===== src/rtl/des_perm_pipe_if.sv =====
// Handshake bundle for the DES IP/FP permutation pipe.
// The upstream/downstream environment uses master; the engine uses slave.
interface des_perm_pipe_if #(
    parameter int unsigned TAG_W = 4
);
    logic             in_valid;
    logic             in_ready;
    logic             in_mode;
    logic [63:0]      in_data;
    logic [TAG_W-1:0] in_tag;
    logic             out_valid;
    logic             out_ready;
    logic [63:0]      out_data;
    logic [31:0]      out_left;
    logic [31:0]      out_right;
    logic             out_mode;
    logic [TAG_W-1:0] out_tag;
    logic [2:0]       occupancy;

    modport master (
        output in_valid, in_mode, in_data, in_tag, out_ready,
        input  in_ready, out_valid, out_data, out_left, out_right, out_mode, out_tag, occupancy
    );

    modport slave (
        input  in_valid, in_mode, in_data, in_tag, out_ready,
        output in_ready, out_valid, out_data, out_left, out_right, out_mode, out_tag, occupancy
    );
endinterface


===== src/rtl/des_perm_pipe.sv =====
// Pipelined DES initial/final permutation engine with valid/ready handshake and sideband tag.
// Stage 1 captures the permuted block; later stages are pure delay with bubble collapsing.
module des_perm_pipe #(
    parameter int unsigned STAGES = 2,
    parameter int unsigned TAG_W  = 4
) (
    input logic            clk,
    input logic            rst_n,
    des_perm_pipe_if.slave bus
);

    if (STAGES < 1 || STAGES > 4) begin : g_bad_stages
        $error("des_perm_pipe: STAGES must be in 1..4");
    end

    // IP source bit (DES numbering) for output bit k; rows 0-3 start at 58,60,62,64,
    // rows 4-7 at 57,59,61,63, and each column steps back by 8.
    function automatic int unsigned ip_src(int unsigned k);
        int unsigned r;
        int unsigned c;
        r = (k - 1) / 8;
        c = (k - 1) % 8;
        if (r < 4) begin
            ip_src = 58 + 2 * r - 8 * c;
        end else begin
            ip_src = 57 + 2 * (r - 4) - 8 * c;
        end
    endfunction

    // FP is the inverse of IP: output bit k comes from the input bit that IP sends to k.
    function automatic int unsigned fp_src(int unsigned k);
        fp_src = 0;
        for (int unsigned j = 1; j <= 64; j++) begin
            if (ip_src(j) == k) begin
                fp_src = j;
            end
        end
    endfunction

    logic [63:0] ip_blk;
    logic [63:0] fp_blk;
    logic [63:0] perm_blk;

    for (genvar k = 1; k <= 64; k++) begin : g_perm
        localparam int unsigned IpSrc = ip_src(k);
        localparam int unsigned FpSrc = fp_src(k);
        assign ip_blk[64-k] = bus.in_data[64-IpSrc];
        assign fp_blk[64-k] = bus.in_data[64-FpSrc];
    end

    assign perm_blk = bus.in_mode ? fp_blk : ip_blk;

    // Holds in_ready low through reset and until the first edge after release.
    logic ready_q;

    always_ff @(posedge clk or negedge rst_n) begin
        if (!rst_n) begin
            ready_q <= 1'b0;
        end else begin
            ready_q <= 1'b1;
        end
    end

    for (genvar s = 0; s < STAGES; s++) begin : g_stg
        logic             v_q;
        logic [63:0]      data_q;
        logic             mode_q;
        logic [TAG_W-1:0] tag_q;
        logic             load;
        logic             v_in;
        logic [63:0]      d_in;
        logic             m_in;
        logic [TAG_W-1:0] t_in;

        // A stage may take new contents when empty or when its own contents move on.
        if (s == STAGES - 1) begin : g_last
            assign load = !v_q || bus.out_ready;
        end else begin : g_mid
            assign load = !v_q || g_stg[s+1].load;
        end

        if (s == 0) begin : g_first
            assign v_in = bus.in_valid && ready_q;
            assign d_in = perm_blk;
            assign m_in = bus.in_mode;
            assign t_in = bus.in_tag;
        end else begin : g_delay
            assign v_in = g_stg[s-1].v_q;
            assign d_in = g_stg[s-1].data_q;
            assign m_in = g_stg[s-1].mode_q;
            assign t_in = g_stg[s-1].tag_q;
        end

        always_ff @(posedge clk or negedge rst_n) begin
            if (!rst_n) begin
                v_q    <= 1'b0;
                data_q <= '0;
                mode_q <= 1'b0;
                tag_q  <= '0;
            end else if (load) begin
                v_q <= v_in;
                if (v_in) begin
                    data_q <= d_in;
                    mode_q <= m_in;
                    tag_q  <= t_in;
                end
            end
        end
    end

    logic       in_xfer;
    logic       out_xfer;
    logic [2:0] occ_q;
    logic [2:0] occ_d;

    assign bus.in_ready = ready_q && g_stg[0].load;
    assign in_xfer      = bus.in_valid && bus.in_ready;
    assign out_xfer     = bus.out_valid && bus.out_ready;

    always_comb begin
        occ_d = occ_q;
        if (in_xfer && !out_xfer) begin
            occ_d = occ_q + 3'd1;
        end else if (out_xfer && !in_xfer) begin
            occ_d = occ_q - 3'd1;
        end
    end

    always_ff @(posedge clk or negedge rst_n) begin
        if (!rst_n) begin
            occ_q <= 3'd0;
        end else begin
            occ_q <= occ_d;
        end
    end

    assign bus.occupancy = occ_q;
    assign bus.out_valid = g_stg[STAGES-1].v_q;
    assign bus.out_data  = g_stg[STAGES-1].data_q;
    assign bus.out_mode  = g_stg[STAGES-1].mode_q;
    assign bus.out_tag   = g_stg[STAGES-1].tag_q;
    assign bus.out_left  = g_stg[STAGES-1].data_q[63:32];
    assign bus.out_right = g_stg[STAGES-1].data_q[31:0];

endmodule


===== src/flat_wrapper.sv =====
// flat-port wrapper written by rule: the top's interface ports become plain ports
module des_perm_pipe_flat 
#(
    parameter int unsigned STAGES = 2,
    parameter int unsigned TAG_W  = 4
)
  (clk, rst_n, bus_in_valid, bus_in_mode, bus_in_data, bus_in_tag, bus_out_ready, bus_in_ready, bus_out_valid, bus_out_data, bus_out_left, bus_out_right, bus_out_mode, bus_out_tag, bus_occupancy);
  des_perm_pipe_if #(.TAG_W(TAG_W)) bus_i ();
  input logic clk;
  input logic rst_n;
  input wire logic [$bits(bus_i.in_valid)-1:0] bus_in_valid;
  input wire logic [$bits(bus_i.in_mode)-1:0] bus_in_mode;
  input wire logic [$bits(bus_i.in_data)-1:0] bus_in_data;
  input wire logic [$bits(bus_i.in_tag)-1:0] bus_in_tag;
  input wire logic [$bits(bus_i.out_ready)-1:0] bus_out_ready;
  output wire logic [$bits(bus_i.in_ready)-1:0] bus_in_ready;
  output wire logic [$bits(bus_i.out_valid)-1:0] bus_out_valid;
  output wire logic [$bits(bus_i.out_data)-1:0] bus_out_data;
  output wire logic [$bits(bus_i.out_left)-1:0] bus_out_left;
  output wire logic [$bits(bus_i.out_right)-1:0] bus_out_right;
  output wire logic [$bits(bus_i.out_mode)-1:0] bus_out_mode;
  output wire logic [$bits(bus_i.out_tag)-1:0] bus_out_tag;
  output wire logic [$bits(bus_i.occupancy)-1:0] bus_occupancy;
  assign bus_i.in_valid = bus_in_valid;
  assign bus_i.in_mode = bus_in_mode;
  assign bus_i.in_data = bus_in_data;
  assign bus_i.in_tag = bus_in_tag;
  assign bus_i.out_ready = bus_out_ready;
  assign bus_in_ready = bus_i.in_ready;
  assign bus_out_valid = bus_i.out_valid;
  assign bus_out_data = bus_i.out_data;
  assign bus_out_left = bus_i.out_left;
  assign bus_out_right = bus_i.out_right;
  assign bus_out_mode = bus_i.out_mode;
  assign bus_out_tag = bus_i.out_tag;
  assign bus_occupancy = bus_i.occupancy;
  des_perm_pipe #(.STAGES(STAGES), .TAG_W(TAG_W)) u_core (.clk(clk), .rst_n(rst_n), .bus(bus_i));
endmodule

===== config.mk =====
export PLATFORM = sky130hd
export DESIGN_NAME = des_perm_pipe_flat
export DESIGN_NICKNAME = d
export VERILOG_FILES = /design/src/rtl/des_perm_pipe_if.sv /design/src/rtl/des_perm_pipe.sv /design/src/flat_wrapper.sv
export SDC_FILE = /design/constraint.sdc
export NUM_CORES = 1
export LEC_CHECK = 0
export ABC_AREA = 1
export CAP_MARGIN = 10
export CORE_ASPECT_RATIO = 0.75
export CORE_MARGIN = 5
export CORE_UTILIZATION = 43
export CTS_CLUSTER_DIAMETER = 100
export CTS_CLUSTER_SIZE = 12
export DETAILED_ROUTE_END_ITERATION = 8
export PLACE_DENSITY = 0.85
export SLEW_MARGIN = 5
export SYNTH_ARGS = -nofsm -noshare
export SYNTH_HDL_FRONTEND = slang
export SYNTH_SLANG_ARGS = --single-unit

===== constraint.sdc =====
create_clock -name clk -period 1.9 [get_ports clk]
set_clock_uncertainty 0.05 [all_clocks]
set_input_delay 0.19 -clock clk [delete_from_list [all_inputs] [get_ports clk]]
set_output_delay 0.19 -clock clk [all_outputs]
set_load 0.03 [all_outputs]

# After elaboration in Yosys (flattened, before gate mapping)
# Cells that the tools add are included.
[totals]
register_bits = 144
output_inout_bits = 138
wordCells = 30
[op_classes]
n_addsub = 2
n_mux = 3
n_reduce_logical = 15
[ops]
columns = ["op", "count"]
rows = [
  ["$mux 64", 1],
  ["$logic_and 1x1->1", 6],
  ["$mux 3", 2],
  ["$logic_not 1->1", 4],
  ["$reduce_and 2->1", 2],
  ["$add 3x1->3 const B", 1],
  ["$sub 3x1->3 const B", 1],
  ["$logic_or 1x1->1", 2],
  ["$reduce_bool 2->1", 1],
]

# Logic depth before layout (Yosys ltp)
# Gate-level depths: netlist (run 1).
[depth]
depth_word = 9
depth_mapped = 13
ltp_nobuf = 12

# Least setup slack after synthesis (run 1)
# Ideal clock, no wire load.
[synth_timing]
path_type = "register to register"
startpoint = "register u_core.g_stg[1].v_q (netlist: u_core.bus.out_valid)"
endpoint = "register u_core.occ_q[1] (netlist: u_core.bus.occupancy[1])"
t_arrival_ns = 1.824
t_required_ns = 1.733
slack_ns = -0.091
path_stages_with_launch = 10
path_buffers = 1
synth_period_minus_slack_ns = 1.991
path_cell_list = "dfrtp_1 > nand3_4 > nand2_2 > buf_4 > inv_1 > ha_1 > inv_1 > fa_1 > nand2_1 > nand2_1"
[synth_between]
elab_cells_between_ends = 12
cone_classes = "mux (1); reduce/logical (11)"
[synth_rtl]
columns = ["item", "line", "source"]
rows = [
  ["start: declaration", "des_perm_pipe.sv:65", "logic v_q;"],
  ["start signal: assignment", "des_perm_pipe.sv:101", "v_q <= v_in;"],
  ["$logic_not 1->1", "des_perm_pipe.sv:77", "assign load = !v_q || bus.out_ready;"],
  ["$logic_or 1x1->1", "des_perm_pipe.sv:77", ""],
  ["$logic_or 1x1->1", "des_perm_pipe.sv:79", "assign load = !v_q || g_stg[s+1].load;"],
  ["$logic_and 1x1->1", "des_perm_pipe.sv:116", "assign bus.in_ready = ready_q && g_stg[0].load;"],
  ["$logic_and 1x1->1", "des_perm_pipe.sv:117", "assign in_xfer = bus.in_valid && bus.in_ready;"],
  ["$logic_and 1x1->1 (*)", "des_perm_pipe.sv:122", "if (in_xfer && !out_xfer) begin"],
  ["$mux 3 (*)", "des_perm_pipe.sv:122", ""],
  ["named net u_core.occ_d[1]", "des_perm_pipe.sv:114", "logic [2:0] occ_d;"],
  ["end signal: assignment", "des_perm_pipe.sv:131", "occ_q <= 3'd0;"],
  ["end signal: assignment", "des_perm_pipe.sv:133", "occ_q <= occ_d;"],
  ["end: declaration", "des_perm_pipe.sv:113", "logic [2:0] occ_q;"],
]
# The timed path passes the listed nets; every way through them passes the cells marked *.
# A chain may end at the register's enable or synchronous reset.

# Final worst setup path (run 1)
[layout_timing]
startpoint = "register u_core.g_stg[1].data_q[24] (netlist: u_core.bus.out_data[24])"
endpoint = "output port bus_out_data[24]"
[layout_rtl]
columns = ["item", "line", "source"]
rows = [
  ["start: declaration", "des_perm_pipe.sv:66", "logic [63:0] data_q;"],
  ["start signal: assignment", "des_perm_pipe.sv:103", "data_q <= d_in;"],
  ["end: declaration", "flat_wrapper.sv:18", "output wire logic [$bits(bus_i.out_data)-1:0] bus_out_data;"],
]
# No word-level cell between the ends.

==> reports/qor.yml, run 1 <==
worstRegToRegCells: 10
power.density_nw_per_um2: 1300
arrival_ps: 1620
worstSkewPairLatency_ps: 430
fin_cells: 1244
rows: 40
path_clk_slew_ps: 60
path_delay_family: "buffers and inverters"
cts_tree: "built"
via_count: 6327
yosysUniqueCellTypes: 16
drtAntennaViolNets: 0
yosysSeqAreaShare_pct: 51.9
place_hpwl_mm: 14.7
syn_area_per_cell_um2: 7.80
timing_worst_setup_path_type: "flip-flop to output pin"
fmax_mhz: 539
run_status: "finished clean"
start_kind: "flip-flop"
finalSetupViolCount: 0
period_share_pct: 97.6
cts_buffers: 17
drc: 0
drive_above_1_share_pct: 6.19
n_fill_cell: 1375
postPlaceCellArea_um2: 8790
final_area_um2: 9540
num_io_pins: 211
yosys_warnings: 0
synth.cell_area_um2: 6940
cts.path.max_buffers: 2
worst-r2r-setup-slack_ps: 190
synth-seq-cells: 144
slew_headroom_pct: 48.4
layout.nets: 1097
wirelength_mm: 21.8
overflow: 0
htreeDepth: 4
routabilityCongestion: 0.823
cp_num_buf_inv: 1
cpMaxStageDelayCell: "clkdlybuf4s50_1"
synth_cells: 889
setup_tns_ps: 0
rr_endpoint: "u_core.bus.occupancy[2]$_DFFE_PN0P_"
crit_fanout: 3
regArea_um2: 3610
cts_sinks: 144
crit_path_cell_trace: "clkdlybuf4s50_1"
worstMarginPinSlew_ps: 774
drt_pass1_iterations: 6
hold_path_class: "input pin to async pin"
viasPerCell: 5.09
slowest_delay_ps: 720
core_um2: 15900
min_period_ps: 1860
grt_max_degree: 72
place_inst: 1210
port_buffers: 210
diodes: 0
globalRouteTotalUtil_pct: 22.8
mostFrequentLayoutCells: "nand2_1 (468), clkdlybuf4s50_1 (203), dfrtp_1 (142)"
drv_cap: 0
start_util_pct: 43.6
vdd_drop_max_mv: 0.802
final_common_cell: "nand2_1"
hold_viol: 0
cp-end-kind: "output pin"
rsz0062_at_grt: "false"
leakagePower_nw: 4.96
timing.hold.ws_ps: 240
r2r_start: "u_core.bus.out_valid$_DFFE_PN0P_"
postSynthNetCount: 964
routedWlPerCell_um: 17.5
first_iter_violations: 613
cts_root_buf: "clkbuf_16"
crit_required_ps: 1660
die_w_um: 157
grt_pass1_vias: 6160
area_delta_synth_final_pct: 37.5
die_height_um: 120
grt_pass1_wl_mm: 33.4
fp.dieArea_um2: 18800
antenna_found_initial: 1
slew_viol_final: 0
multiInputGateArea_um2: 2550
## sequential cells by signal, indices dropped and copies added, names as in the netlist
signal / count
u_core.g_stg.mode_q: 1
u_core.g_stg.data_q: 64
u_core.bus.out_mode: 1
u_core.bus.out_tag: 4
u_core.bus.out_data: 64
u_core.bus.out_valid: 1
u_core.g_stg.v_q: 1
u_core.g_stg.tag_q: 4
u_core.bus.occupancy: 3
u_core.ready_q: 1
## per-stage QoR
stage          utilization (%)  power (mW)  setup WS, ps
2_1_floorplan                -        6.86          4.69
3_3_place_gp              55.2        8.40         -33.4
3_5_place_dp              55.2        8.50          -105
4_1_cts                   59.6        12.5          13.1
5_1_grt                   60.0        12.9          12.0
6_report                  60.0        12.4          44.7
## what timing repair did
action                     CTS  global route
buffers inserted             0             1
hold endpoints to repair    44             0
hold buffers                 1             0
gates resized for setup      0             6
setup endpoints to repair    0             5
## layout make-up
class                           count  area share [%]
Clock buffer                       21            4.82
Clock inverter                     10            2.43
Inverter                            9           0.354
Multi-Input combinational cell    616            26.7
Sequential cell                   144            37.8
Tap cell                          210            2.75
Timing Repair Buffer              234            25.2
## how the worst max path moves through the flow
stage               cells after the start  slack (ps)                                   to                                start
finish                                  1          40                     bus_out_data[24]  u_core.bus.out_data[24]$_DFFE_PN0P_
global placement                       12         -30  u_core.bus.occupancy[2]$_DFFE_PN0P_                        bus_out_ready
floorplan                              11           5  u_core.bus.occupancy[2]$_DFFE_PN0P_     u_core.bus.out_valid$_DFFE_PN0P_
CTS                                     5          10                         bus_in_ready      u_core.g_stg[0].v_q$_DFFE_PN0N_
detailed placement                     12        -100  u_core.bus.occupancy[2]$_DFFE_PN0P_                        bus_out_ready
global route                            1          10                     bus_out_data[28]  u_core.bus.out_data[28]$_DFFE_PN0P_
## synthesized netlist by cell type (all sizes together)
master  instances  area [um2]
buf           109         719
clkbuf         11        41.3
conb            1        3.75
dfrtp         144        3600
fa              1        20.0
ha              1        12.5
inv             9        33.8
nand2         471        1780
nand3         140         713
nand4           1        6.26
xnor2           1        8.76
## cell families (layout without fill, tap and decap cells)
kind of cell | count (synthesis) | after routing | share of synthesized area [%]
and+or+nand+nor | 612 | 612 | 36.0
DFF | 144 | 144 | 51.9
buffers and inverters | 129 | 274 | 11.5
adders and majority gates | 2 | 2 | 0.469
other | 1 | 1 | 0.0541
xor gates and xnor gates | 1 | 1 | 0.126
## report_power, final
part / total, mW / internal, mW / switching [mW]
Sequential: 4.22 / 3.67 / 0.548
Combinational: 4.23 / 1.70 / 2.53
Clock: 3.95 / 2.66 / 1.30
Total: 12.4 / 8.04 / 4.37
## worst reg2reg max path, stage by stage (launching register included)
cell and delay, ps:
dfrtp_2 460, nand3_4 150, nand2_4 50, inv_1 50, ha_1 160, inv_1 70, fa_2 340, nand2_1 80
nand3_1 80, nand2_1 60, nand2_1 50
## per-layer routing
metal  wire length [um]  up-vias  track usage [%]
met5                 13        -                0
met4                365        2             6.07
met3               1890       40             6.09
met2               9740      305             34.2
met1               9770     2997             32.7
li1                   -     2983                -
Power figures use the tool's default switching activity.
==> run 2: changes to the inputs <==
- CORE_ASPECT_RATIO: 0.75 -> 0.5
- CORE_UTILIZATION: 43 -> 39
- PLACE_DENSITY: 0.85 -> 0.79
==> run 2 against run 1 <==
  * Total power decreased by 7.2%
  * Global-route usage shrank 3.3 points
  * Highest routed layer unchanged
  * Utilization fell by 6.2 points
==> reports/qor.yml, run 2 (synthesized netlist as in run 1, its figures left out) <==
rr_endpoint: "u_core.bus.occupancy[2]$_DFFE_PN0P_"  # unchanged
core_um2: 17400  # was 15900 um2
multiInputGateArea_um2: 2540  # was 2550 um2
hold_path_class: "input pin to async pin"  # unchanged
cp-end-kind: "output pin"  # unchanged
final_area_um2: 9350  # was 9540 um2
fp.dieArea_um2: 20700  # was 18800 um2
globalRouteTotalUtil_pct: 19.5  # was 22.8%
r2r_start: "u_core.bus.out_valid$_DFFE_PN0P_"  # unchanged
start_kind: "flip-flop"  # unchanged
run_status: "finished clean"  # unchanged
leakagePower_nw: 4.79  # was 4.96 nW
cp_num_buf_inv: 3  # was 1
finalSetupViolCount: 0  # unchanged
num_io_pins: 211  # unchanged
routedWlPerCell_um: 16.0  # was 17.5 um
fin_ws_ps: 88.2  # was 44.7 ps
pwr-share-comb_pct: 36.5  # was 34.1%
port_buffers: 210  # unchanged
routabilityCongestion: 0.877  # was 0.823
drt_pass1_iterations: 5  # was 6
slowest_delay_ps: 450  # was 720 ps
regArea_um2: 3610  # unchanged
cts_tree: "built"  # unchanged
cts_sinks: 144  # unchanged
rows: 34  # was 40
cp.depth: 5  # was 1
via_count: 6294  # was 6327
vdd_drop_max_mv: 0.788  # was 0.802 mV
die_height_um: 104  # was 120 um
p_int_mw: 7.20  # was 8.04 mW
cts_root_buf: "clkbuf_16"  # unchanged
p_sw_mw: 4.31  # was 4.37 mW
worstSkewPairLatency_ps: 410  # was 430 ps
final_common_cell: "nand2_1"  # unchanged
slew_viol_final: 0  # unchanged
p_sw_share_pct: 37.4  # was 35.2%
start_util_pct: 39.9  # was 43.6%
viasPerCell: 4.96  # was 5.09
timing_worst_setup_path_type: "flip-flop to output pin"  # unchanged
drive_above_1_share_pct: 5.82  # was 6.19%
worstMarginPinSlew_ps: 760  # was 774 ps
drv_cap: 0  # unchanged
hold_viol: 0  # unchanged
crit_path_end: "bus_in_ready"  # was bus_out_data[24]
crit_required_ps: 1660  # about the same
dp_slack_ps: -116  # was -105 ps
crit_path_cell_trace: "nand3_4, buf_12, nand2_1, inv_1, buf_4"  # was clkdlybuf4s50_1
drc: 0  # unchanged
worstRegToRegCells: 10  # unchanged
antenna_found_initial: 5  # was 1
mostFrequentLayoutCells: "nand2_1 (468), clkdlybuf4s50_1 (207), dfrtp_1 (142)"  # was nand2_1 (468), clkdlybuf4s50_1 (203), dfrtp_1 (142)
overflow: 0  # unchanged
grt_pass1_wl_mm: 32.2  # was 33.4 mm
grt_max_degree: 72  # unchanged
power.density_nw_per_um2: 1230  # was 1300 nW/um2
postPlaceCellArea_um2: 8750  # was 8790 um2
first_iter_violations: 744  # was 613
fmax_mhz: 552  # was 539 MHz
n_fill_cell: 1545  # was 1375
rsz0062_at_grt: "false"  # unchanged
drtAntennaViolNets: 0  # unchanged
path_clk_slew_ps: 60  # about the same
layout.nets: 1093  # was 1097
cts.path.max_buffers: 2  # unchanged
cpMaxStageDelayCell: "dfrtp_2"  # was clkdlybuf4s50_1
arrival_ps: 1570  # was 1620 ps
clockPowerShare_pct: 27.2  # was 31.9%
place_hpwl_mm: 14.1  # was 14.7 mm
worst-r2r-setup-slack_ps: 160  # was 190 ps
grt_pass1_vias: 6051  # was 6160
seqPwrFrac_pct: 36.2  # was 34.0%
path_delay_family: "buffers and inverters"  # unchanged
cts_buffers: 17  # unchanged
crit_path_start: "u_core.bus.out_valid$_DFFE_PN0P_"  # was u_core.bus.out_data[24]$_DFFE_PN0P_
period_share_pct: 95.4  # was 97.6%
min_period_ps: 1810  # was 1860 ps
wirelength_mm: 20.3  # was 21.8 mm
htreeDepth: 4  # unchanged
fin_total_pwr_mw: 11.5  # was 12.4 mW
crit_fanout: 71  # was 3
die_w_um: 199  # was 157 um
slew_headroom_pct: 49.3  # was 48.4%
setup_tns_ps: 0  # unchanged
area_delta_synth_final_pct: 34.7  # was 37.5%
## run 2: cell types whose count changed in the layout (fill, tap and decap cells not counted), moves of 2 or more
cell	before	now
clkdlybuf4s50_1	203	207
clkinv_2	1	3
diode_2	0	4
clkinvlp_4	1	4
inv_6	0	3
bufinv_16	7	1
dlymetal6s2s_1	4	0
buf_12	6	4
## run 2: power by group through the flow
stage	combinational, mW	clock [mW]	sequential (mW)
finish	4.21	3.14	4.17
global route	4.47	3.33	4.26
CTS	4.25	3.18	4.18
detailed placement	4.22	0	4.22
global placement	4.15	0	4.20
floorplan	2.00	0	4.86
## run 2: layer usage
layer / GRT usage (%) / routed length, um / vias up / share of wire [%]
li1: - / - / 2984 / -
met1: 24.9 / 8020 / 2987 / 40
met2: 31.5 / 9980 / 263 / 49
met3: 3.75 / 1430 / 58 / 7.0
met4: 9.90 / 854 / 2 / 4.2
met5: 0 / 13 / - / 0.064
## run 2: cell type report
class / count / area share (%)
Inverter: 9 / 0.361
Clock buffer: 20 / 4.78
Antenna cell: 4 / 0.107
Clock inverter: 12 / 1.18
Timing Repair Buffer: 230 / 24.6
Multi-Input combinational cell: 616 / 27.2
Tap cell: 234 / 3.13
Sequential cell: 144 / 38.6
## run 2: worst min path at each step
stage / endpoint
6_report: u_core.bus.occupancy[2]$_DFFE_PN0P_
4_1_cts: u_core.bus.out_data[43]$_DFFE_PN0P_
3_5_place_dp: u_core.bus.out_data[43]$_DFFE_PN0P_
5_1_grt: u_core.bus.occupancy[2]$_DFFE_PN0P_
3_3_place_gp: u_core.bus.out_data[43]$_DFFE_PN0P_
2_1_floorplan: u_core.bus.occupancy[0]$_DFFE_PN0P_
## run 2: what timing repair did
action,4_1_cts,5_1_grt
setup buffers,0,0
pin swaps,0,0
hold buffers,1,0
gates resized for setup,3,1
setup endpoints to repair,1,2
hold endpoints to repair,144,0
## run 2: per-stage QoR
stage                     cells  hold slack, ps  utilization, %
after global routing       1269             123            53.7
after floorplan             889            -156               -
after detailed placement   1232           -21.7            50.3
final                      1269             110            53.7
after CTS                  1265            95.3            53.6
after global placement     1232           -25.2            50.3
